$ cat src/rtl/apb_regfile.sv
// APB4 completer with a small bank of byte-strobed read/write registers.
// Define APB_REGFILE_WAIT_STATES_EN to insert WAIT_CYCLES wait states per transfer.
module apb_regfile #(
    parameter int unsigned ADDR_WIDTH  = 8,
    parameter int unsigned DATA_WIDTH  = 32,
    parameter int unsigned NUM_REGS    = 8,
    parameter int unsigned WAIT_CYCLES = 2
) (
    input  logic                    PCLK,
    input  logic                    PRESETn,
    input  logic                    PSEL,
    input  logic                    PENABLE,
    input  logic                    PWRITE,
    input  logic [ADDR_WIDTH-1:0]   PADDR,
    input  logic [DATA_WIDTH-1:0]   PWDATA,
    input  logic [DATA_WIDTH/8-1:0] PSTRB,
    output logic [DATA_WIDTH-1:0]   PRDATA,
    output logic                    PREADY,
    output logic                    PSLVERR
);

    localparam int unsigned IW = ADDR_WIDTH - 2;
    localparam int unsigned NB = DATA_WIDTH / 8;

    typedef enum logic {
        IDLE,
        ACCESS
    } state_e;

    state_e                state_q, state_d;
    logic [IW-1:0]         idx_q, idx_d;
    logic                  write_q, write_d;
    logic                  err_q, err_d;
    logic [DATA_WIDTH-1:0] regs_q [NUM_REGS];
    logic [DATA_WIDTH-1:0] regs_d [NUM_REGS];

    logic [IW-1:0]         paddr_idx;
    logic                  paddr_err;
    logic                  setup;
    logic                  ready;
    logic                  done;
    logic                  cnt_zero;
    logic [DATA_WIDTH-1:0] rd_word;

    assign paddr_idx = PADDR[ADDR_WIDTH-1:2];
    assign paddr_err = (PADDR[1:0] != 2'b00) || (32'(paddr_idx) >= NUM_REGS);

    assign setup = PSEL && !PENABLE;
    assign ready = (state_q == ACCESS) && cnt_zero;
    assign done  = PSEL && PENABLE && ready;

`ifdef APB_REGFILE_WAIT_STATES_EN
    logic [3:0] cnt_q, cnt_d;

    assign cnt_zero = (cnt_q == 4'd0);

    always_comb begin
        cnt_d = cnt_q;
        if (state_q == IDLE) begin
            if (setup) begin
                cnt_d = 4'(WAIT_CYCLES);
            end
        end else if (!PSEL) begin
            cnt_d = 4'd0;
        end else if (!cnt_zero) begin
            cnt_d = cnt_q - 4'd1;
        end
    end

    always_ff @(posedge PCLK) begin
        if (!PRESETn) begin
            cnt_q <= 4'd0;
        end else begin
            cnt_q <= cnt_d;
        end
    end
`else
    // Without the counter every access phase is ready immediately.
    localparam int unsigned W_EFF = WAIT_CYCLES & 0;

    assign cnt_zero = (W_EFF == 0);
`endif

    always_comb begin
        state_d = state_q;
        idx_d   = idx_q;
        write_d = write_q;
        err_d   = err_q;
        unique case (state_q)
            IDLE: begin
                if (setup) begin
                    state_d = ACCESS;
                    idx_d   = paddr_idx;
                    write_d = PWRITE;
                    err_d   = paddr_err;
                end
            end
            ACCESS: begin
                if (!PSEL || done) begin
                    state_d = IDLE;
                end
            end
            default: state_d = IDLE;
        endcase
    end

    always_comb begin
        regs_d = regs_q;
        if (done && write_q && !err_q) begin
            for (int i = 0; i < NUM_REGS; i++) begin
                if (idx_q == IW'(i)) begin
                    for (int b = 0; b < NB; b++) begin
                        if (PSTRB[b]) begin
                            regs_d[i][8*b +: 8] = PWDATA[8*b +: 8];
                        end
                    end
                end
            end
        end
    end

    always_comb begin
        rd_word = '0;
        for (int i = 0; i < NUM_REGS; i++) begin
            if (idx_q == IW'(i)) begin
                rd_word = regs_q[i];
            end
        end
    end

    always_ff @(posedge PCLK) begin
        if (!PRESETn) begin
            state_q <= IDLE;
            idx_q   <= '0;
            write_q <= 1'b0;
            err_q   <= 1'b0;
            for (int i = 0; i < NUM_REGS; i++) begin
                regs_q[i] <= '0;
            end
        end else begin
            state_q <= state_d;
            idx_q   <= idx_d;
            write_q <= write_d;
            err_q   <= err_d;
            for (int i = 0; i < NUM_REGS; i++) begin
                regs_q[i] <= regs_d[i];
            end
        end
    end

    assign PREADY  = ready;
    assign PSLVERR = ready && err_q;
    assign PRDATA  = (ready && !write_q && !err_q) ? rd_word : '0;

endmodule

$ cat config.mk
export PLATFORM = sky130hd
export DESIGN_NAME = apb_regfile
export DESIGN_NICKNAME = d
export VERILOG_FILES = /design/src/rtl/apb_regfile.sv
export SDC_FILE = /design/constraint.sdc
export NUM_CORES = 1
export LEC_CHECK = 0
export BUFFER_PORTS_ARGS = -buffer_cell sky130_fd_sc_hd__buf_2
export CELL_PAD_IN_SITES_DETAIL_PLACEMENT = 1
export CELL_PAD_IN_SITES_GLOBAL_PLACEMENT = 2
export CORE_ASPECT_RATIO = 1.4
export CORE_UTILIZATION = 35
export CTS_CLUSTER_DIAMETER = 200
export CTS_CLUSTER_SIZE = 8
export DETAILED_ROUTE_END_ITERATION = 12
export GPL_ROUTABILITY_DRIVEN = 1
export PLACE_DENSITY_LB_ADDON = 0.1
export RECOVER_POWER = 100
export REMOVE_ABC_BUFFERS = 1
export SETUP_SLACK_MARGIN = 0.4
export SLEW_MARGIN = 20
export SYNTH_ARGS = -nofsm -noshare
export SYNTH_HDL_FRONTEND = slang
export SYNTH_SLANG_ARGS = --single-unit
$ cat constraint.sdc
create_clock -name PCLK -period 2.5 [get_ports PCLK]
set_input_delay 0.125 -clock PCLK [delete_from_list [all_inputs] [get_ports PCLK]]
set_output_delay 0.125 -clock PCLK [all_outputs]
set_load 0.01 [all_outputs]
==> reports/results.tsv, run 1 <==
metric	value	unit
tightest_slew	0.992	ns
synth_warnings	0	
violations	negative setup slack	
p_leak	0.00508	uW
netlist.area_leader.share	43.8	%
cts_made_buffers	39	
track_usage	22.9	%
drv_slew	0	
placed_cells	1799	
crit_end	PRDATA[17]	
place_area	0.0135	sq mm
post-route-util	44.5	%
async_flop_share	0	%
port-buffer-count	82	
min_period	2.69	ns
outcome	complete, but fails checks	
reg2reg_setup_slack	-0.03	ns
die_w	159	microns
max-cap-violations	0	
hold_viol_final	0	
final-setup-viol-count	32	
die_area	0.0353	sq mm
r2r_start	PREADY	
ff2ff_path_depth	5	
critPathLaunch	idx_q[4]	
clkTransAtPathRegs	0.05	ns
synthTopCellsByArea	dfxtp_1 44%, mux2i_1 22%, nand2_1 10%, mux2_2 3.1%, mux4_2 2.4%	
yosysSeqAreaShare	43.8	%
relSlewSlack	33.7	%
finalWirelength	40200	microns
gp_congestion	0.752	
drt_iter0_drc	560	
hold_slack	0.0396	ns
grt_overflow	0	
antenna_found_initial	0	
syn_area_per_cell	9.54	sq um
ys_types	43	
cp-start-kind	flip-flop	
vias_per_cell	5.33	
design_area	0.0151	sq mm
hpwl	25800	microns
final_cell_count_no_fill	1886	
clock-sinks	265	
hp-class	primary input to flip-flop	
start_util	35.6	%
core	0.0340	sq mm
postRouteAntennaNets	0	
critPathMaxFanout	6	
clk_latency	0.53	ns
place_ws	0.236	ns
dr.pass1.iters	7	
skew	0.0111	ns
nNetsFinal	1480	
cts_tree	built	
pwr_density_cell	630	mW/mm^2
clockBufferDepth	3	
synth_seq_cells	265	
ff_latch_area	0.00532	sq mm
syn_to_final_growth	25.0	%
arrival	2.57	ns
rsz0062_at_grt	yes	
ios	83	
routedWlPerCell	21.3	microns
multi_input_area	0.00657	sq mm
synth_edf_count	0	
drc	0	
timing.rr.end	err_q	
layout_setup_ws	-0.193	ns
die_y	222	microns
cp.required	2.38	ns
cts_htree_levels	2	
period_share	108	%
yosys.area.top_type	dfxtp_1	
grt_pass1_vias	10800	
num_antenna_cells	0	
num_rows	80	
grt_pass1_wl	62500	microns
synth_top_flop_cell	dfxtp_1	
vias	10100	
syn_inst	1269	
fill_cells	3833	
root_buffer	clkbuf_16	
max_freq	371	MHz
critPathCaptureType	output port	
syn-cell-area	0.0121	sq mm
layout-drive-gt1-share	24.7	%
peakVddDrop	0.386	mV
grt_max_degree	54	
crit_type	flip-flop to output port	
==> synth_stat cells, types with 17 or more instances <==
cell	count
dfxtp_1	265
clkbuf_1	56
o21ai_0	39
nor2_1	21
buf_2	17
nor2_2	32
nand2_1	327
a21oi_1	41
mux2_2	33
o22ai_1	22
mux2i_1	267
==> registers in the layout, summed over array words and instances (netlist names) <==
| name | cells |
|---|---|
| err_q | 1 |
| idx_q | 6 |
| regs_q | 256 |
| PREADY | 1 |
| write_q | 1 |
==> per-stage QoR <==
stage,TNS (ns),power [uW]
floorplan,-810.04,4560
global placement,0,4910
detailed placement,0,4910
CTS,-3.50,9680
global route,-5.66,9870
finish,-3.10,9540
==> metal layers <==
| metal | wire length [microns] | GRT usage, % | vias to the layer above |
|---|---|---|---|
| li1 | - | - | 4829 |
| met2 | 19800 | 39.6 | 178 |
| met4 | 1160 | 8.13 | 0 |
| met1 | 17900 | 28.8 | 4980 |
| met5 | 0 | 0 | - |
| met3 | 1360 | 3.24 | 66 |
==> worst min-delay path by stage <==
stage | start | to | depth (start not counted)
5_1_grt | PWDATA[16] | regs_q[80] | 3
3_5_place_dp | PSEL | PREADY | 2
4_1_cts | PWDATA[14] | regs_q[238] | 3
6_report | PWDATA[22] | regs_q[22] | 3
3_3_place_gp | PSEL | PREADY | 2
2_1_floorplan | PRESETn | idx_q[1] | 1
==> power by group <==
| part | switching, uW | internal, uW | total (uW) | leakage (uW) |
|---|---|---|---|---|
| Clock | 1870 | 2760 | 4630 | 0.000501 |
| Combinational | 425 | 232 | 657 | 0.00244 |
| Sequential | 14.5 | 4240 | 4250 | 0.00214 |
| Total | 2300 | 7230 | 9540 | 0.00508 |
==> cell type report <==
class	instances	share of cell area, %
clock buffer	41	6.50
tap	451	3.73
clock inverter	4	0.231
timing repair buffer	205	10.9
inverter	1	0.0496
sequential	265	35.1
multi-input combinational	919	43.4
==> repair_timing <==
item                                    CTS  global route
hold buffers                             13             0
pin swaps                                 4            11
endpoints found under the hold margin    29             0
gates resized for setup                  32             7
setup buffers                            17            10
cloned                                    2             0
endpoints found under the setup margin  150           108
==> cells by family after synthesis <==
| family | count (synthesis) | share of synthesized area [%] |
|---|---|---|
| simple gates | 425 | 15.3 |
| flops | 265 | 43.8 |
| buf+inv | 85 | 2.90 |
| mux | 313 | 27.6 |
| compound gates | 181 | 10.5 |
==> critical path, cell delays in order, from the launching register on <==
cell and delay (ns):
dfxtp_4 0.36, or4b_4 0.57, nor3_4 0.19, buf_6 0.18, buf_8 0.15, a221oi_1 0.11
a221oi_2 0.30, buf_2 0.18
==> cell usage in the layout, fill, tap and decap left out, types with 6 or more instances in the layout <==
cell type / instances
mux2i_1: 267
a221oi_2: 16
a221oi_1: 7
dlygate4sd3_1: 13
o211ai_1: 12
mux4_2: 13
o21ai_0: 39
a21oi_1: 41
mux2_2: 33
a31oi_1: 11
nor2b_1: 13
nor2_2: 30
buf_6: 7
buf_2: 81
clkbuf_16: 39
nor2_1: 21
buf_12: 13
a32o_1: 8
o22ai_1: 22
buf_4: 81
a222oi_1: 14
nand2_1: 325
nor3_1: 6
dfxtp_1: 259
Power figures use the tool's default switching activity.
==> inputs of run 2 (changes only) <==
--- a/config.mk
+++ b/config.mk
@@ -14,6 +14,7 @@
 export CTS_CLUSTER_SIZE = 8
 export DETAILED_ROUTE_END_ITERATION = 12
 export GPL_ROUTABILITY_DRIVEN = 1
+export MAX_ROUTING_LAYER = met4
 export PLACE_DENSITY_LB_ADDON = 0.1
 export RECOVER_POWER = 100
 export REMOVE_ABC_BUFFERS = 1
==> constraint.sdc (replaced) <==
create_clock -name PCLK -period 3 [get_ports PCLK]
set_input_delay 0.15 -clock PCLK [delete_from_list [all_inputs] [get_ports PCLK]]
set_output_delay 0.15 -clock PCLK [all_outputs]
set_load 0.01 [all_outputs]
==> reports/results.tsv, run 2 (synthesis results as in run 1) <==
metric	value	unit	change
critPathMaxFanout	12		+6
design_area	0.0149	sq mm	-1.8%
vias	10000		-0.22%
grt_pass1_wl	64000	microns	+2.3%
reg_top3	regs_q (256), idx_q (6)		
num_rows	80		unchanged
multi_input_area	0.00663	sq mm	+0.88%
cp-start-kind	flip-flop		
rsz0062_at_grt	yes		
grt_pass1_vias	10700		-0.52%
finalWirelength	41500	microns	+3.3%
final_cell_mix	327 x nand2_1, 267 x mux2i_1, 260 x dfxtp_1		
drt_iter0_drc	403		-28%
arrival	3.21	ns	+0.64 ns
clockBufferDepth	3		unchanged
skew	0.0107	ns	-0.000462 ns
max-cap-violations	0		unchanged
cts_tree	built		
crit_path_max_incr_delay	0.55	ns	-0.02 ns
outcome	finished clean		
cts_htree_levels	2		unchanged
layout_setup_ws	0.226	ns	+0.419 ns
clock-sinks	265		unchanged
hpwl	26600	microns	+3.3%
pwr_density_cell	541	mW/mm^2	-14%
place_area	0.0134	sq mm	-0.69%
min_period	2.77	ns	
antenna_found_initial	0		unchanged
gp_congestion	0.762		+1.2%
cp.required	3.44	ns	+1.06 ns
largest_reg_flops	256		unchanged
root_buffer	clkbuf_16		
vias_per_cell	5.37		+0.80%
routedWlPerCell	22.2	microns	+4.3%
num_antenna_cells	0		unchanged
drv_slew	0		unchanged
drc	0		unchanged
tightest_slew	1.14	ns	+0.152 ns
die_y	222	microns	unchanged
track_usage	24.2	%	+1.3 points
final_common_cell	nand2_1		
cp_slowest_cell	nor2_1		
nNetsFinal	1462		-1.2%
clkTransAtPathRegs	0.05	ns	about the same
hp-class	primary input to flip-flop		
relSlewSlack	23.5	%	-10 points
crit_type	flip-flop to flip-flop		
hold_viol_final	0		unchanged
reg2reg_setup_slack	0.23	ns	+0.26 ns
fill_cells	3885		+1.4%
port-buffer-count	82		unchanged
die_w	159	microns	unchanged
path_cells	clkbuf_1 -> nor4b_4 -> buf_4 -> buf_4 -> nand2_1 -> nor2_1 -> clkbuf_1 -> mux2i_1		
layout-drive-gt1-share	19.6	%	-5.0 points
grt_overflow	0		unchanged
clk_latency	0.52	ns	about the same
period_share	92.5	%	
ff_latch_area	0.00532	sq mm	about the same
critPathCaptureType	flip-flop		
start_util	35.6	%	unchanged
final-setup-viol-count	0		-100%
grt_max_degree	56		+3.7%
syn_to_final_growth	22.8	%	
dr.pass1.iters	7		unchanged
cts_made_buffers	39		unchanged
peakVddDrop	0.370	mV	-4.2%
max_freq	360	MHz	
place_ws	0.509	ns	+0.273 ns
core	0.0340	sq mm	unchanged
p_leak	0.00474	uW	-6.7%
ios	83		unchanged
die_area	0.0353	sq mm	unchanged
largest-register	regs_q		
postRouteAntennaNets	0		unchanged
==> run 2: worst max-delay path: cells and delay by family (launching register included) <==
| kind | cells | cell delay (ns) |
|---|---|---|
| mux | 1 | 0.24 |
| flops | 1 | 0.38 |
| simple gates | 3 | 0.98 |
| buf+inv | 4 | 1.07 |
==> run 2: stage by stage <==
step                TNS [ns]  util [%]  std cells  total power (uW)  hold slack (ns)
detailed placement         0      39.4       1790              4080            0.432
global placement           0      39.4       1790              4080            0.421
finish                     0      43.7       1867              8040           0.0419
CTS                        0      43.7       1859              8120           0.0308
global route               0      43.7       1867              8320           0.0528
floorplan            -666.34         -       1185              3800            0.278
==> run 2: repair_timing <==
action,in CTS,in global routing
hold endpoints to repair,9,0
setup endpoints to repair,32,31
pin swaps,13,26
buffers inserted,13,7
hold buffers,11,0
cloned,1,1
resized for setup,31,27
==> run 2: path summary, 6_finish.rpt <==
path,to,start,cells past startpoint
worst max-delay path,regs_q[58],idx_q[2],8
worst min-delay path,regs_q[237],PRESETn,3
worst max register to register,regs_q[58],idx_q[2],8
worst min register to register,regs_q[10],regs_q[10],2
==> run 2: metal layers <==
metal  GRT usage [%]  part of all wire [%]  vias to the layer above  wire [microns]
met5               -                     0                        -               0
met3            2.79                   2.8                       72            1150
li1                -                     -                     4784               -
met4            8.06                   2.9                        0            1220
met1            28.8                    44                     5000           18200
met2            42.2                    51                      175           21000
==> run 2: area by class of cell <==
class                   instances  share of cell area [%]
inverters                       1                  0.0253
well taps                     451                    3.80
flip-flops and latches        265                    35.8
repair buffers                187                    8.77
clock inverters                 1                  0.0589
multi-input cells             919                    44.6
clock buffers                  43                    6.95
==> run 2: power breakdown <==
part	total, uW	internal [uW]	switching [uW]
sequential	3540	3530	13.0
combinational	542	184	359
clock	3950	2390	1560
